`config.mk`:
```
export PLATFORM = sky130hd
export DESIGN_NAME = seq_divider
export DESIGN_NICKNAME = d
export VERILOG_FILES = /design/src/rtl/seq_divider.sv
export SDC_FILE = /design/constraint.sdc
export NUM_CORES = 1
export LEC_CHECK = 0
export BUFFER_PORTS_ARGS = -buffer_cell sky130_fd_sc_hd__buf_4
export CORE_MARGIN = 3
export CORE_UTILIZATION = 55
export CTS_CLUSTER_SIZE = 16
export DETAILED_ROUTE_END_ITERATION = 7
export PLACE_DENSITY = 0.78
export SYNTH_ARGS = -nofsm -noshare
export SYNTH_HDL_FRONTEND = slang
export SYNTH_SLANG_ARGS = --single-unit
```
`constraint.sdc`:
```
create_clock -name clk -period 3.6 [get_ports clk]
set_input_delay 0.9 -clock clk [delete_from_list [all_inputs] [get_ports clk]]
set_output_delay 0.9 -clock clk [all_outputs]
set_load 0.01 [all_outputs]
```
`src/rtl/seq_divider.sv`:
```
// Multi-cycle radix-2 restoring divider with start/busy/done handshake and divide-by-zero flag.
// Define SEQ_DIVIDER_SIGNED_EN to add the signed_op input and two's-complement sign handling.
module seq_divider #(
  parameter int WIDTH = 32
) (
  input  logic             clk,
  input  logic             reset,
  input  logic             start,
  input  logic [WIDTH-1:0] dividend,
  input  logic [WIDTH-1:0] divisor,
`ifdef SEQ_DIVIDER_SIGNED_EN
  input  logic             signed_op,
`endif
  output logic             busy,
  output logic             done,
  output logic [WIDTH-1:0] quotient,
  output logic [WIDTH-1:0] remainder,
  output logic             div_zero
);

  localparam int CW = (WIDTH > 1) ? $clog2(WIDTH) : 1;

  typedef enum logic [1:0] {
    IDLE,
    CALC,
    DONE
  } state_t;

  state_t state, state_next;

  logic [CW-1:0]    count;
  logic [WIDTH-1:0] part_rem;
  logic [WIDTH-1:0] shift_q;
  logic [WIDTH-1:0] dvs;

  logic             accept;
  logic             last_step;
  logic             divisor_zero;
  logic [WIDTH:0]   rem_shift;
  logic [WIDTH:0]   rem_diff;
  logic [WIDTH-1:0] rem_step;
  logic             q_bit;
  logic [WIDTH-1:0] q_step;
  logic [WIDTH-1:0] mag_dividend;
  logic [WIDTH-1:0] mag_divisor;
  logic [WIDTH-1:0] res_q;
  logic [WIDTH-1:0] res_r;

`ifdef SEQ_DIVIDER_SIGNED_EN
  logic a_neg, b_neg;
  logic neg_q, neg_r;
`endif

  assign divisor_zero = (divisor == '0);
  assign last_step    = (count == CW'(WIDTH - 1));
  assign busy         = (state == CALC);
  assign done         = (state == DONE);

  // Operands enter the iteration as magnitudes; signs are reapplied when results load.
  always_comb begin
    mag_dividend = dividend;
    mag_divisor  = divisor;
`ifdef SEQ_DIVIDER_SIGNED_EN
    a_neg = signed_op & dividend[WIDTH-1];
    b_neg = signed_op & divisor[WIDTH-1];
    if (a_neg) mag_dividend = -dividend;
    if (b_neg) mag_divisor  = -divisor;
`endif
  end

  always_comb begin
    state_next = state;
    accept     = 1'b0;
    case (state)
      IDLE, DONE: begin
        state_next = IDLE;
        if (start) begin
          accept     = 1'b1;
          state_next = divisor_zero ? DONE : CALC;
        end
      end
      CALC: begin
        if (last_step) state_next = DONE;
      end
      default: state_next = IDLE;
    endcase
  end

  // The WIDTH+1-bit trial difference only ever leaves a WIDTH-bit remainder behind.
  always_comb begin
    rem_shift = {1'b0, part_rem, shift_q[WIDTH-1]} >> 0;
    rem_shift = {part_rem, shift_q[WIDTH-1]};
    rem_diff  = rem_shift - {1'b0, dvs};
    q_bit     = ~rem_diff[WIDTH];
    rem_step  = q_bit ? rem_diff[WIDTH-1:0] : rem_shift[WIDTH-1:0];
    q_step    = {shift_q[WIDTH-2:0], q_bit};
    res_q     = q_step;
    res_r     = rem_step;
`ifdef SEQ_DIVIDER_SIGNED_EN
    if (neg_q) res_q = -q_step;
    if (neg_r) res_r = -rem_step;
`endif
  end

  always_ff @(posedge clk or negedge reset) begin
    if (!reset) state <= IDLE;
    else        state <= state_next;
  end

  always_ff @(posedge clk or negedge reset) begin
    if (!reset) begin
      count     <= '0;
      part_rem  <= '0;
      shift_q   <= '0;
      dvs       <= '0;
      quotient  <= '0;
      remainder <= '0;
      div_zero  <= 1'b0;
`ifdef SEQ_DIVIDER_SIGNED_EN
      neg_q     <= 1'b0;
      neg_r     <= 1'b0;
`endif
    end else if (accept) begin
      count    <= '0;
      part_rem <= '0;
      shift_q  <= mag_dividend;
      dvs      <= mag_divisor;
`ifdef SEQ_DIVIDER_SIGNED_EN
      neg_q    <= a_neg ^ b_neg;
      neg_r    <= a_neg;
`endif
      if (divisor_zero) begin
        quotient  <= '1;
        remainder <= dividend;
        div_zero  <= 1'b1;
      end
    end else if (state == CALC) begin
      count    <= count + 1'b1;
      part_rem <= rem_step;
      shift_q  <= q_step;
      if (last_step) begin
        quotient  <= res_q;
        remainder <= res_r;
        div_zero  <= 1'b0;
      end
    end
  end

endmodule

```
======== Word-level counts from Yosys, hierarchy flattened ========
Cells that the tools add are included.
storage, ports and cells
  input bits .............................. 67
  logic and storage cells ................. 47
  output and inout bits ................... 67
  flip-flop bits (word level) ............. 168
cells by class
  muxes and demuxes ....................... 25
  add/sub/neg operators ................... 2
  reductions and logical operators ........ 6
  equality and inequality tests ........... 5
  bitwise logic cells ..................... 1
operators by type and width
  cell                   number
  $mux W32               13
  $sub A33 B32 Y33       1
  $logic_not A32 Y1      1
  $mux W5                2
  $mux W1                6
  $mux W2                3
  $add A5 B1 Y5 const B  1
  $eq A5 B5 Y1 const B   1
  $ne A2 B1 Y1 const B   2
  $pmux W2 S2            1
  $reduce_bool A2 Y1     2
  $reduce_and A3 Y1      1
  $eq A2 B1 Y1 const B   1
  $eq A2 B2 Y1 const B   1
  $logic_not A2 Y1       1
  $reduce_or A2 Y1       1
  $not A1 Y1             1

======== Longest topological paths before layout ========
Gate-level depths: netlist (run 1).
  word-level depth ........................ 5
  depth in mapped cells ................... 14
  gate-level depth less buffers ........... 13

======== Worst setup path before layout (run 1) ========
OpenSTA, ideal clock, no wires.
  path type ............................... flip-flop to flip-flop
  from .................................... reg shift_q[31]
  to ...................................... reg remainder[23]
  path buffers ............................ 1
  required time ........................... 3.461 ns
  path slack .............................. 0.725 ns
  cell stages (with the launch flop) ...... 15
  arrival ................................. 2.736 ns
  cells stage by stage .................... dfrtp_1 inv_1 ha_1 fa_1 nand2b_1 a21oi_1 o21ai_1 o21ai_1 a21oi_2 a211o_1 a21oi_1 nor2_2 buf_4 mux2i_1 o221ai_1
between the ends
  word-level cells in the longest chain between the ends .. 5
ends and longest elaborated chain
  what                      RTL line  text
  start: declaration        33        logic [WIDTH-1:0] shift_q;
  start signal: assignment  126       shift_q <= mag_dividend;
  start signal: assignment  140       shift_q <= q_step;
  $sub A33 B32 Y33          93        rem_diff = rem_shift - {1'b0, dvs};
  $mux W32                  95        rem_step = q_bit ? rem_diff[WIDTH-1:0] : rem_shift[WIDTH-1:0];
  $mux W32                  141       if (last_step) begin
  $mux W32                  137       end else if (state == CALC) begin
  $mux W32                  123       end else if (accept) begin
  end signal: assignment    134       remainder <= dividend;
  end signal: assignment    143       remainder <= res_r;
  end: declaration          17        output logic [WIDTH-1:0] remainder,
Every way passes these cells. The select of a mux whose other input is x is not followed.
A chain may end at the register's enable or synchronous reset.

======== Worst setup path in the final report (run 1) ========
Same ends and word-level chain as after synthesis.

==> results_tabular.tex, run 1 <==
\begin{tabular}{lr}
\hline
Metric & Value \\
\hline
\multicolumn{2}{l}{\textbf{Outcome}} \\
Result of the run & finished, final reports clean \\
\multicolumn{2}{l}{\textbf{Logic synthesis}} \\
Instance count of the mapped netlist & between 900 and 1,000 \\
Post-synth top flop & sky130\_fd\_sc\_hd\_\_dfrtp\_1 \\
Area share of the leading cell type in the synthesized netlist & 47.95\% \\
Number of flops mapped to enable cells by yosys & 0 \\
Count of distinct cell types in the synthesized netlist & a little under 60 \\
Post-synth top cells & sky130\_fd\_sc\_hd\_\_nand2\_1, sky130\_fd\_sc\_hd\_\_dfrtp\_1, sky130\_fd\_sc\_hd\_\_o21ai\_0, sky130\_fd\_sc\_hd\_\_a21oi\_1, sky130\_fd\_sc\_hd\_\_clkbuf\_1 \\
Most common cell in the netlist & sky130\_fd\_sc\_hd\_\_nand2\_1 \\
Post-Syn Area & between 8000 and 9000 µm² \\
Ys Warns & 0 \\
Proportion of synthesized chip area in sequential cells & 47.95\% \\
Post-synthesis net count & 1,099 \\
Average instance area after synthesis & between 8 and 9 µm² \\
Fraction of synthesis flops using an asynchronous set or reset pin & 100.0\% \\
Flip-flop and latch count after synthesis & 168 \\
Library cell occupying the most area in the post-synthesis netlist & sky130\_fd\_sc\_hd\_\_dfrtp\_1 \\
Cells taking the most area after synthesis & sky130\_fd\_sc\_hd\_\_dfrtp\_1, sky130\_fd\_sc\_hd\_\_nand2\_1, sky130\_fd\_sc\_hd\_\_o21ai\_0, sky130\_fd\_sc\_hd\_\_ha\_1, sky130\_fd\_sc\_hd\_\_a21oi\_1 \\
\multicolumn{2}{l}{\textbf{Layout}} \\
Fraction of final layout cells sized beyond drive strength 1 & between 20 and 25\% \\
Area growth, synth to finish & 23.66\% \\
Number of nets in the layout & $\sim$1,200 \\
Post-route design area & between 10,000 and 15,000 µm² \\
Antenna cell count & 0 \\
Count of filler cells inserted in the layout & roughly 1,200 \\
Final standard cell utilization of the core & between 70\% and 80\% \\
\multicolumn{2}{l}{\textbf{Clock tree}} \\
Number of clock sinks & between 150 and 200 \\
Clock buffer count from CTS & 17 \\
Maximum root-to-sink buffer count & 2 \\
Clock-pin slew on the worst setup and hold paths & 0.07 ns \\
Clock H-tree levels & 4 \\
TritonCTS clock tree & yes \\
Worst-skew pair later-pin latency & between 0.4 and 0.5 ns \\
Cell chosen for the clock root & sky130\_fd\_sc\_hd\_\_clkbuf\_16 \\
\multicolumn{2}{l}{\textbf{Floorplanning}} \\
Standard cell core area & around 15,000 µm² \\
Die Ht & $\sim$130 µm \\
Number of placed I/O pins & $\sim$130 \\
Row count & 45 \\
Starting density of the core & between 50\% and 60\% \\
Die Area & about 17,000 µm² \\
Die X-Extent & approximately 130 µm \\
\multicolumn{2}{l}{\textbf{Detailed routing}} \\
Detailed Routing Iterations Pass 1 & 5 \\
Average vias per placed instance & between 5 and 6 \\
DRT antenna net count & 0 \\
Routed length per instance & 18.10 µm \\
Vias after detailed routing & between 8,000 and 9,000 \\
Number of DRC violations after detailed-routing iteration 0 & $\sim$680 \\
DRC & 0 \\
Post-detailed-routing wire length & approximately 25 mm \\
\multicolumn{2}{l}{\textbf{Setup path}} \\
Startpoint Class & flip-flop \\
Count of buffer and inverter cells on the critical path & 1 \\
Peak fanout along the critical path & 8 \\
Critical setup path kind & reg -> reg \\
Critical path required time & 3.89 ns \\
CP arrival & roughly 3.8 ns \\
Kind of end point of the critical path & flip-flop \\
Worst path max stage delay & between 0.4 and 0.5 ns \\
CP cell instances & inv\_1, ha\_1, fa\_1, nand2b\_1, a21oi\_2, o21ai\_1, o21ai\_1, a21oi\_2, a211oi\_2, nor3\_1, nor2\_2, mux2i\_1, o221ai\_1 \\
Cell at the slowest stage of the critical path & sky130\_fd\_sc\_hd\_\_nor2\_2 \\
Delay-heaviest family, CP & compound AO/OA/AOI/OAI gates \\
\multicolumn{2}{l}{\textbf{Timing}} \\
Max-Slew Margin vs Limit & between 50\% and 60\% \\
Number of failing hold endpoints at the final stage & 0 \\
Summed negative setup slack over all endpoints & 0 ns \\
Worst Hold Slack & around 0.45 ns \\
Setup skew after layout & between 0.009 and 0.01 ns \\
Max frequency & between 0.2 and 0.3 GHz \\
Setup repair after global routing missed its margin & yes \\
Number of endpoints failing setup at the final stage & 0 \\
Fin crit period & about 3.5 ns \\
Tcrit/Tclk final & 98.19\% \\
Transition at the pin with the smallest max-transition slack & between 0.7 and 0.8 ns \\
Max Slew Vio Count & 0 \\
\multicolumn{2}{l}{\textbf{Placement}} \\
Count of input and output buffers & 133 \\
Placer congestion estimate & roughly 0.93 \\
Cell Area, Placed & just over 10,000 µm² \\
Estimated wirelength of the detail-placed design & approximately 17 mm \\
\multicolumn{2}{l}{\textbf{Run}} \\
Max-cap check violation count & 0 \\
\multicolumn{2}{l}{\textbf{Power and ir drop}} \\
Proportion of power drawn by the clock network & about 14\% \\
Sequential fraction of design power & about a quarter \\
Pwr per Cell Area & between 1000 and 1500 nW/µm² \\
IR Drop Worst-Case VDD & $\sim$550 µV \\
Sw Share & between 40\% and 50\% \\
Proportion of power drawn by combinational gates & 60.1\% \\
Leak Pwr & 5.061 nW \\
Pint & about 0.0072 W \\
Switch Pwr & between 0.006 and 0.007 W \\
\multicolumn{2}{l}{\textbf{GRT}} \\
Global-route usage over all layers & between 20\% and 30\% \\
Global routing usage on met1 & between 40\% and 50\% \\
Largest net degree at the start of global routing & 67 \\
Number of global-route vias before repair & between 7,000 and 8,000 \\
Total congestion overflow after global routing & 0 \\
Peak-usage layer in the global routing report & met2 \\
Global-route wire length before repair & 39.70 mm \\
Antenna violations before repair & 1 \\
Met3 usage in global routing & 7.061\% \\
Global Route met2 Usage & 42.39\% \\
\multicolumn{2}{l}{\textbf{Hold path}} \\
Worst hold-check path type & in -> async \\
\hline
\end{tabular}
==> area by class of cell <==
cell class	instances	area, µm²	area share (%)
flip-flops and latches	168	4204	38.77
multi-input cells	731	4254	39.23
clock buffers	19	442.9	4.085
clock inverters	13	137.6	1.269
repair buffers	183	1390	12.82
well taps	211	264.0	2.435
inverters	40	150.1	1.385
==> power by group through the flow <==
stage	sequential [W]	clock, W	combinational [W]
after floorplan	0.00344	0	0.00504
after global placement	0.00345	0	0.00730
after detailed placement	0.00347	0	0.00749
after CTS	0.00345	0.00182	0.00758
after global routing	0.00358	0.00191	0.00875
final	0.00349	0.00181	0.00799
==> cells by family after synthesis <==
| family | after synthesis | synth area share, % |
|---|---|---|
| AND/OR/NAND/NOR | 344 | 17.02 |
| AO/OA/AOI/OAI | 306 | 20.80 |
| flip-flops | 168 | 47.95 |
| buffers and inverters | 99 | 4.423 |
| adder cells (fa/ha/maj) | 35 | 5.080 |
| XOR/XNOR | 29 | 2.897 |
| multiplexers | 16 | 1.826 |
==> path summary, 6_finish.rpt <==
kind                              from             to  slack (ns)  cells past startpoint
max                        shift_q[31]  remainder[23]        0.07                     13
min                              reset   quotient[25]        0.45                      1
max reg2reg                shift_q[31]  remainder[23]        0.07                     13
min reg2reg                   div_zero       div_zero        0.48                      1
max in group asynchronous        reset   part_rem[12]        2.32                      2
min in group clk              div_zero       div_zero        0.48                      1
==> timing repair <==
action,CTS,global route
cloned,0,1
setup endpoints to repair,42,61
hold buffers,0,0
resized for setup,2,9
pin swaps,0,1
buffers inserted,0,8
endpoints found under the hold margin,0,0
==> placed cells by master, fill, tap and decap left out, types with 5 or more instances in the layout <==
cell type / count
sky130_fd_sc_hd__a21boi_1: 9
sky130_fd_sc_hd__buf_4: 181
sky130_fd_sc_hd__dfrtp_1: 168
sky130_fd_sc_hd__nor3_1: 16
sky130_fd_sc_hd__a22oi_1: 25
sky130_fd_sc_hd__xor2_1: 17
sky130_fd_sc_hd__or3_1: 11
sky130_fd_sc_hd__nor2_1: 26
sky130_fd_sc_hd__nand2b_1: 8
sky130_fd_sc_hd__clkbuf_16: 17
sky130_fd_sc_hd__xnor2_1: 12
sky130_fd_sc_hd__mux2i_1: 16
sky130_fd_sc_hd__inv_1: 39
sky130_fd_sc_hd__o211ai_1: 5
sky130_fd_sc_hd__a21oi_1: 48
sky130_fd_sc_hd__o21ai_2: 6
sky130_fd_sc_hd__a21o_1: 15
sky130_fd_sc_hd__nand2_1: 225
sky130_fd_sc_hd__o21ai_0: 117
sky130_fd_sc_hd__a31oi_1: 21
sky130_fd_sc_hd__nand3_1: 17
sky130_fd_sc_hd__o21ai_1: 22
sky130_fd_sc_hd__nand4_1: 9
sky130_fd_sc_hd__o21a_1: 5
sky130_fd_sc_hd__and3_1: 5
sky130_fd_sc_hd__nor4_1: 9
sky130_fd_sc_hd__ha_1: 34
sky130_fd_sc_hd__nor2b_1: 6
==> state kept, by name (all words and copies together), names as in the netlist <==
signal     count
div_zero       1
remainder     32
part_rem      32
dvs           32
quotient      32
count          5
state          2
shift_q       32
==> per-stage QoR <==
stage               instances  setup slack (ns)  power (W)
floorplan                 997            0.7251   0.008481
global placement         1324           -0.1471    0.01074
detailed placement       1324           -0.2774    0.01097
CTS                      1356          0.002304    0.01286
global route             1365          -0.04778    0.01425
finish                   1365           0.06518    0.01328
==> per-layer routing <==
layer,vias to the layer above,share of wire [%]
met5,-,0.053
met3,35,8.6
li1,3781,-
met4,2,1.5
met1,3844,45
met2,360,45
==> worst reg2reg max path, cell delays in order (launching register included) <==
cell                       delay (ns)
sky130_fd_sc_hd__dfrtp_1         0.36
sky130_fd_sc_hd__inv_1           0.06
sky130_fd_sc_hd__ha_1            0.22
sky130_fd_sc_hd__fa_1            0.42
sky130_fd_sc_hd__nand2b_1        0.22
sky130_fd_sc_hd__a21oi_2         0.21
sky130_fd_sc_hd__o21ai_1         0.15
sky130_fd_sc_hd__o21ai_1         0.20
sky130_fd_sc_hd__a21oi_2         0.11
sky130_fd_sc_hd__a211oi_2        0.30
sky130_fd_sc_hd__nor3_1          0.19
sky130_fd_sc_hd__nor2_2          0.45
sky130_fd_sc_hd__mux2i_1         0.37
sky130_fd_sc_hd__o221ai_1        0.15
Power figures use the tool's default switching activity.
==> run 2, diff against run 1 <==
--- a/config.mk
+++ b/config.mk
@@ -6,11 +6,12 @@
 export NUM_CORES = 1
 export LEC_CHECK = 0
 export BUFFER_PORTS_ARGS = -buffer_cell sky130_fd_sc_hd__buf_4
-export CORE_MARGIN = 3
+export CORE_MARGIN = 5
 export CORE_UTILIZATION = 55
 export CTS_CLUSTER_SIZE = 16
 export DETAILED_ROUTE_END_ITERATION = 7
 export PLACE_DENSITY = 0.78
+export REMOVE_ABC_BUFFERS = 1
 export SYNTH_ARGS = -nofsm -noshare
 export SYNTH_HDL_FRONTEND = slang
 export SYNTH_SLANG_ARGS = --single-unit
==> results_tabular.tex, run 2 (same netlist as run 1, synthesis figures left out) <==
\begin{tabular}{lr}
\hline
Metric & Value \\
\hline
\multicolumn{2}{l}{\textbf{Setup path}} \\
Kind of end point of the critical path & flip-flop \\
Peak fanout along the critical path & 10 (+2) \\
Cell at the slowest stage of the critical path & sky130\_fd\_sc\_hd\_\_fa\_1 \\
CP arrival & 3.65 ns (-0.17 ns) \\
Critical setup path kind & reg -> reg \\
CP cell instances & inv\_1, ha\_1, fa\_1, nand2b\_1, a21oi\_1, o21ai\_1, o21ai\_1, a21oi\_2, buf\_4, a211o\_1, a21oi\_2, buf\_4, nor3\_1, o21ai\_1, o21ai\_0 \\
Cell occurring most often along the worst timing path & sky130\_fd\_sc\_hd\_\_o21ai\_1 \\
Worst path max stage delay & 0.40 ns (-0.05 ns) \\
Startpoint Class & flip-flop \\
Critical path required time & 3.88 ns (about the same) \\
Count of buffer and inverter cells on the critical path & 3 (+2) \\
Delay-heaviest family, CP & compound AO/OA/AOI/OAI gates \\
\multicolumn{2}{l}{\textbf{Detailed routing}} \\
Vias after detailed routing & 7,726 (-3.7\%) \\
DRT antenna net count & 0 (unchanged) \\
Average vias per placed instance & 5.757 (-2.0\%) \\
Routed length per instance & 17.39 µm (-3.9\%) \\
Detailed Routing Iterations Pass 1 & 5 (unchanged) \\
Number of DRC violations after detailed-routing iteration 0 & 567 (-17\%) \\
DRC & 0 (unchanged) \\
Post-detailed-routing wire length & 23.33 mm (-5.6\%) \\
\multicolumn{2}{l}{\textbf{Floorplanning}} \\
Number of placed I/O pins & 134 (unchanged) \\
Starting density of the core & 55.60\% (-1.2 points) \\
Die Area & 18,570 µm² (+6.1\%) \\
Standard cell core area & 15,770 µm² (+2.2\%) \\
Die X-Extent & 136.3 µm (+3.0\%) \\
Row count & 46 (+2.2\%) \\
Die Ht & 136.3 µm (+3.0\%) \\
\multicolumn{2}{l}{\textbf{Clock tree}} \\
Maximum root-to-sink buffer count & 2 (unchanged) \\
Post-CTS setup-driven buffer insertion count & 0 (unchanged) \\
Cell chosen for the clock root & sky130\_fd\_sc\_hd\_\_clkbuf\_16 \\
Clock buffer count from CTS & 17 (unchanged) \\
Total of hold buffers inserted after clock tree synthesis & 0 (unchanged) \\
Clock-pin slew on the worst setup and hold paths & 0.06 ns (about the same) \\
Worst-skew pair later-pin latency & 0.44 ns (about the same) \\
TritonCTS clock tree & yes \\
Number of clock sinks & 168 (unchanged) \\
Number of cells upsized or downsized after cts & 0 (-2) \\
Clock H-tree levels & 4 (unchanged) \\
\multicolumn{2}{l}{\textbf{Layout}} \\
Antenna cell count & 0 (unchanged) \\
Post-route design area & 10,640 µm² (-1.9\%) \\
Area growth, synth to finish & 21.30\% \\
Fraction of final layout cells sized beyond drive strength 1 & 17.67\% (-2.7 points) \\
Most common library cell in the layout ignoring fill and taps & sky130\_fd\_sc\_hd\_\_nand2\_1 \\
Most used cells in the layout excluding fill and tap cells & sky130\_fd\_sc\_hd\_\_nand2\_1, sky130\_fd\_sc\_hd\_\_dfrtp\_1, sky130\_fd\_sc\_hd\_\_buf\_4, sky130\_fd\_sc\_hd\_\_o21ai\_0, sky130\_fd\_sc\_hd\_\_a21oi\_1 \\
Number of nets in the layout & 1,215 (-2.3\%) \\
\multicolumn{2}{l}{\textbf{Timing}} \\
Tcrit/Tclk final & 93.60\% (-4.6 points) \\
Number of endpoints failing setup at the final stage & 0 (unchanged) \\
Max frequency & 0.2968 GHz (+4.9\%) \\
Transition at the pin with the smallest max-transition slack & 1.117 ns (+0.4088 ns) \\
Fin crit period & 3.370 ns (-0.1653 ns) \\
Setup repair after global routing missed its margin & no \\
Worst Hold Slack & 0.4606 ns (+0.01092 ns) \\
Max-Slew Margin vs Limit & 25.25\% (-28 points) \\
Setup skew after layout & 0.008075 ns (-0.001498 ns) \\
Max Slew Vio Count & 0 (unchanged) \\
Number of failing hold endpoints at the final stage & 0 (unchanged) \\
\multicolumn{2}{l}{\textbf{Power and ir drop}} \\
Leak Pwr & 4.929 nW (-2.6\%) \\
Sw Share & 45.43\% (-0.10 points) \\
Pint & 0.006979 W (-3.5\%) \\
Proportion of power drawn by the clock network & 14.6\% (+1.0 points) \\
Pwr per Cell Area & 1202 nW/µm² (-1.9\%) \\
Proportion of power drawn by combinational gates & 58.2\% (-1.9 points) \\
IR Drop Worst-Case VDD & 587.3 µV (+6.0\%) \\
Sequential fraction of design power & 27.2\% (+1.0 points) \\
Switch Pwr & 0.005810 W (-3.9\%) \\
\multicolumn{2}{l}{\textbf{Hold path}} \\
Worst hold-check path type & in -> async \\
\multicolumn{2}{l}{\textbf{Placement}} \\
Placer congestion estimate & 0.8895 (-4.7\%) \\
Estimated wirelength of the detail-placed design & 16.54 mm (-5.1\%) \\
Count of input and output buffers & 133 (unchanged) \\
Cell Area, Placed & 10,020 µm² (-1.2\%) \\
\multicolumn{2}{l}{\textbf{GRT}} \\
Largest net degree at the start of global routing & 79 (+18\%) \\
Global-route usage over all layers & 25.41\% (-2.8 points) \\
Global-route wire length before repair & 37.19 mm (-6.3\%) \\
Antenna violations before repair & 0 (-1) \\
Total congestion overflow after global routing & 0 (unchanged) \\
Number of global-route vias before repair & 7,247 (-3.5\%) \\
\multicolumn{2}{l}{\textbf{Outcome}} \\
Result of the run & finished, final reports clean \\
\multicolumn{2}{l}{\textbf{Run}} \\
Max-cap check violation count & 0 (unchanged) \\
\hline
\end{tabular}
## run 2: metrics by stage
stage	setup TNS, ns	total power (W)	utilization (%)	cells	setup slack (ns)
final	0	0.01279	67.45	1342	0.2305
after floorplan	-215.59	0.008380	-	938	-3.284
after CTS	0	0.01269	67.39	1342	0.06865
after global placement	0	0.01062	63.57	1310	0.2514
after global routing	0	0.01372	67.45	1342	0.01175
after detailed placement	0	0.01078	63.57	1310	0.08977
## run 2: worst reg2reg max path, stage by stage (launching register included)
cell                       delay, ns
sky130_fd_sc_hd__dfrtp_1        0.35
sky130_fd_sc_hd__inv_1          0.06
sky130_fd_sc_hd__ha_1           0.22
sky130_fd_sc_hd__fa_1           0.40
sky130_fd_sc_hd__nand2b_1       0.18
sky130_fd_sc_hd__a21oi_1        0.19
sky130_fd_sc_hd__o21ai_1        0.13
sky130_fd_sc_hd__o21ai_1        0.20
sky130_fd_sc_hd__a21oi_2        0.10
sky130_fd_sc_hd__buf_4          0.16
sky130_fd_sc_hd__a211o_1        0.29
sky130_fd_sc_hd__a21oi_2        0.21
sky130_fd_sc_hd__buf_4          0.21
sky130_fd_sc_hd__nor3_1         0.07
sky130_fd_sc_hd__o21ai_1        0.30
sky130_fd_sc_hd__o21ai_0        0.15
## run 2: per-layer routing
metal / global-route usage, % / part of all wire, % / vias to the layer above
li1: - / - / 3718
met1: 37.53 / 46 / 3669
met2: 38.28 / 45 / 304
met3: 4.515 / 7.2 / 35
met4: 8.063 / 1.9 / 0
met5: 0 / 0 / -
## run 2: final cells by class
cell class	instances	area [µm²]
Sequential cell	168	4204
Multi-Input combinational cell	730	4209
Inverter	40	150.1
Clock buffer	19	442.9
Fill cell	1304	5134
Timing Repair Buffer	156	1200
Clock inverter	13	160.2
Tap cell	216	270.3
## run 2: worst paths after layout
| check | start | end | slack, ns | depth (start not counted) |
|---|---|---|---|---|
| min in group clk | div_zero | div_zero | 0.48 | 1 |
| max | shift_q[31] | part_rem[12] | 0.23 | 15 |
| max in group asynchronous | reset | quotient[18] | 2.22 | 2 |
| max reg2reg | shift_q[31] | part_rem[12] | 0.23 | 15 |
| min | reset | dvs[0] | 0.46 | 1 |
| min reg2reg | div_zero | div_zero | 0.48 | 1 |
## run 2: power groups by stage
stage / Clock, W / Sequential [W] / Combinational (W)
floorplan: 0 / 0.00345 / 0.00493
global placement: 0 / 0.00346 / 0.00715
detailed placement: 0 / 0.00348 / 0.00730
CTS: 0.00188 / 0.00346 / 0.00735
global route: 0.00195 / 0.00357 / 0.00819
finish: 0.00187 / 0.00348 / 0.00744
==> run 3, diff against run 2 <==
--- a/config.mk
+++ b/config.mk
@@ -7,10 +7,10 @@
 export LEC_CHECK = 0
 export BUFFER_PORTS_ARGS = -buffer_cell sky130_fd_sc_hd__buf_4
 export CORE_MARGIN = 5
-export CORE_UTILIZATION = 55
+export CORE_UTILIZATION = 50
 export CTS_CLUSTER_SIZE = 16
 export DETAILED_ROUTE_END_ITERATION = 7
-export PLACE_DENSITY = 0.78
+export PLACE_DENSITY = 0.72
 export REMOVE_ABC_BUFFERS = 1
 export SYNTH_ARGS = -nofsm -noshare
 export SYNTH_HDL_FRONTEND = slang
==> results_tabular.tex, run 3 (same netlist as run 1, synthesis figures left out) <==
\begin{tabular}{lr}
\hline
Metric & Value \\
\hline
\multicolumn{2}{l}{\textbf{Layout}} \\
Count of filler cells inserted in the layout & 1,517 (+16\%) \\
Area growth, synth to finish & 20.93\% \\
Antenna cell count & 0 (unchanged) \\
Most common library cell in the layout ignoring fill and taps & sky130\_fd\_sc\_hd\_\_nand2\_1 \\
Number of nets in the layout & 1,210 (-0.41\%) \\
Final standard cell utilization of the core & 61.52\% (-5.9 points) \\
Fraction of final layout cells sized beyond drive strength 1 & 17.40\% (-0.28 points) \\
Most used cells in the layout excluding fill and tap cells & sky130\_fd\_sc\_hd\_\_nand2\_1, sky130\_fd\_sc\_hd\_\_dfrtp\_1, sky130\_fd\_sc\_hd\_\_buf\_4, sky130\_fd\_sc\_hd\_\_o21ai\_0, sky130\_fd\_sc\_hd\_\_a21oi\_1 \\
\multicolumn{2}{l}{\textbf{Clock tree}} \\
TritonCTS clock tree & yes \\
Clock H-tree levels & 4 (unchanged) \\
Worst-skew pair later-pin latency & 0.43 ns (about the same) \\
Post-CTS setup-driven buffer insertion count & 0 (unchanged) \\
Number of cells upsized or downsized after cts & 0 (unchanged) \\
Clock-pin slew on the worst setup and hold paths & 0.07 ns (about the same) \\
Maximum root-to-sink buffer count & 2 (unchanged) \\
Cell chosen for the clock root & sky130\_fd\_sc\_hd\_\_clkbuf\_16 \\
Clock buffer count from CTS & 17 (unchanged) \\
Number of clock sinks & 168 (unchanged) \\
Total of hold buffers inserted after clock tree synthesis & 0 (unchanged) \\
\multicolumn{2}{l}{\textbf{GRT}} \\
Number of global-route vias before repair & 7,371 (+1.7\%) \\
Global-route wire length before repair & 39.25 mm (+5.5\%) \\
Global-route usage over all layers & 24.12\% (-1.3 points) \\
Antenna violations before repair & 0 (unchanged) \\
Total congestion overflow after global routing & 0 (unchanged) \\
Largest net degree at the start of global routing & 100 (+27\%) \\
\multicolumn{2}{l}{\textbf{Timing}} \\
Transition at the pin with the smallest max-transition slack & 1.119 ns (+0.001460 ns) \\
Tcrit/Tclk final & 91.36\% (-2.2 points) \\
Summed negative setup slack over all endpoints & 0 ns (unchanged) \\
Max-Slew Margin vs Limit & 25.15\% (-0.098 points) \\
Number of failing hold endpoints at the final stage & 0 (unchanged) \\
Setup repair after global routing missed its margin & no \\
Max frequency & 0.3040 GHz (+2.4\%) \\
Number of endpoints failing setup at the final stage & 0 (unchanged) \\
Max Slew Vio Count & 0 (unchanged) \\
Fin crit period & 3.289 ns (-0.08043 ns) \\
Setup skew after layout & 0.01041 ns (+0.002331 ns) \\
\multicolumn{2}{l}{\textbf{Setup path}} \\
Cell at the slowest stage of the critical path & sky130\_fd\_sc\_hd\_\_fa\_1 \\
Startpoint Class & flip-flop \\
Critical path required time & 3.95 ns (+0.07 ns) \\
Worst path max stage delay & 0.42 ns (+0.02 ns) \\
Kind of end point of the critical path & flip-flop \\
Critical setup path kind & reg -> reg \\
Peak fanout along the critical path & 22 (+12) \\
CP arrival & 3.64 ns (about the same) \\
CP cell instances & inv\_1, ha\_1, fa\_1, nand2b\_1, a21oi\_2, o21ai\_1, o21ai\_2, a21oi\_2, a211o\_1, a21oi\_1, nor2\_2, buf\_4, a211o\_1, a31oi\_1 \\
Count of buffer and inverter cells on the critical path & 2 (-1) \\
Delay-heaviest family, CP & compound AO/OA/AOI/OAI gates \\
\multicolumn{2}{l}{\textbf{Detailed routing}} \\
Routed length per instance & 17.97 µm (+3.4\%) \\
Number of DRC violations after detailed-routing iteration 0 & 567 (unchanged) \\
Vias after detailed routing & 7,743 (+0.22\%) \\
Detailed Routing Iterations Pass 1 & 5 (unchanged) \\
Average vias per placed instance & 5.753 (about the same) \\
DRC & 0 (unchanged) \\
DRT antenna net count & 0 (unchanged) \\
Post-detailed-routing wire length & 24.19 mm (+3.7\%) \\
\multicolumn{2}{l}{\textbf{Outcome}} \\
Result of the run & finished, final reports clean \\
\multicolumn{2}{l}{\textbf{Floorplanning}} \\
Die Ht & 142.4 µm (+4.5\%) \\
Starting density of the core & 50.87\% (-4.7 points) \\
Standard cell core area & 17,240 µm² (+9.3\%) \\
Number of placed I/O pins & 134 (unchanged) \\
Die Area & 20,280 µm² (+9.2\%) \\
Die X-Extent & 142.4 µm (+4.5\%) \\
Row count & 48 (+4.3\%) \\
\multicolumn{2}{l}{\textbf{Power and ir drop}} \\
IR Drop Worst-Case VDD & 470.5 µV (-20\%) \\
Total power & 0.01265 W (-1.1\%) \\
Leak Pwr & 4.904 nW (-0.50\%) \\
Pwr per Cell Area & 1193 nW/µm² (-0.76\%) \\
\multicolumn{2}{l}{\textbf{Placement}} \\
Placer congestion estimate & 0.8970 (+0.84\%) \\
Count of input and output buffers & 133 (unchanged) \\
Estimated wirelength of the detail-placed design & 17.21 mm (+4.0\%) \\
\multicolumn{2}{l}{\textbf{Run}} \\
Max-cap check violation count & 0 (unchanged) \\
\multicolumn{2}{l}{\textbf{Hold path}} \\
Worst hold-check path type & in -> async \\
\hline
\end{tabular}
-- run 3: cell count changes in the layout (fill, tap and decap cells not counted), sizes merged --
cell | previous run | this run
buf | 156 | 151
clkinv | 6 | 5
inv | 44 | 45
-- run 3: worst register-to-register path, delay by kind of cell, from the launching register on --
family | cells | cell delay, ns
and+or+nand+nor | 2 | 0.26
AOI/OAI and AO/OA | 8 | 1.66
buffers and inverters | 2 | 0.31
adders and majority gates | 2 | 0.65
DFF | 1 | 0.34
-- run 3: worst paths after layout --
check	start	end	slack [ns]	cells past startpoint
min in group clk	div_zero	div_zero	0.48	1
worst min-delay path	reset	dvs[5]	0.45	1
worst max register to register	shift_q[31]	remainder[0]	0.31	14
worst max-delay path	shift_q[31]	remainder[0]	0.31	14
max in group asynchronous	reset	dvs[16]	2.28	2
worst min register to register	div_zero	div_zero	0.48	1
-- run 3: cell type report --
class,instances,area (µm²),area share [%]
clock buffers,19,442.9,4.177
clock inverters,13,155.1,1.463
inverters,40,150.1,1.416
multi-input cells,730,4208,39.68
flip-flops and latches,168,4204,39.65
well taps,225,281.5,2.655
repair buffers,151,1162,10.96
-- run 3: per-layer routing --
metal / wire [µm] / share of wire [%] / GRT usage (%) / vias up
li1: - / - / - / 3706
met1: 11530 / 48 / 37.36 / 3699
met2: 10420 / 43 / 34.68 / 300
met3: 1894 / 7.8 / 5.007 / 38
met4: 353 / 1.5 / 6.003 / 0
met5: 0 / 0 / 0 / -
-- run 3: power breakdown --
part           switching [W]  internal, W
registers           0.000669      0.00284
logic                0.00425      0.00302
clock network       0.000803      0.00106
-- run 3: through the flow --
step,area (µm²),hold WS (ns),worst slack [ns],cells
after floorplan,8531,0.4494,-3.284,938
after global placement,9998,0.4627,0.3637,1314
after detailed placement,9998,0.4708,0.3048,1314
after CTS,10600,0.4771,0.2708,1346
after global routing,10600,0.5105,0.04563,1346
final,10600,0.4493,0.3109,1346
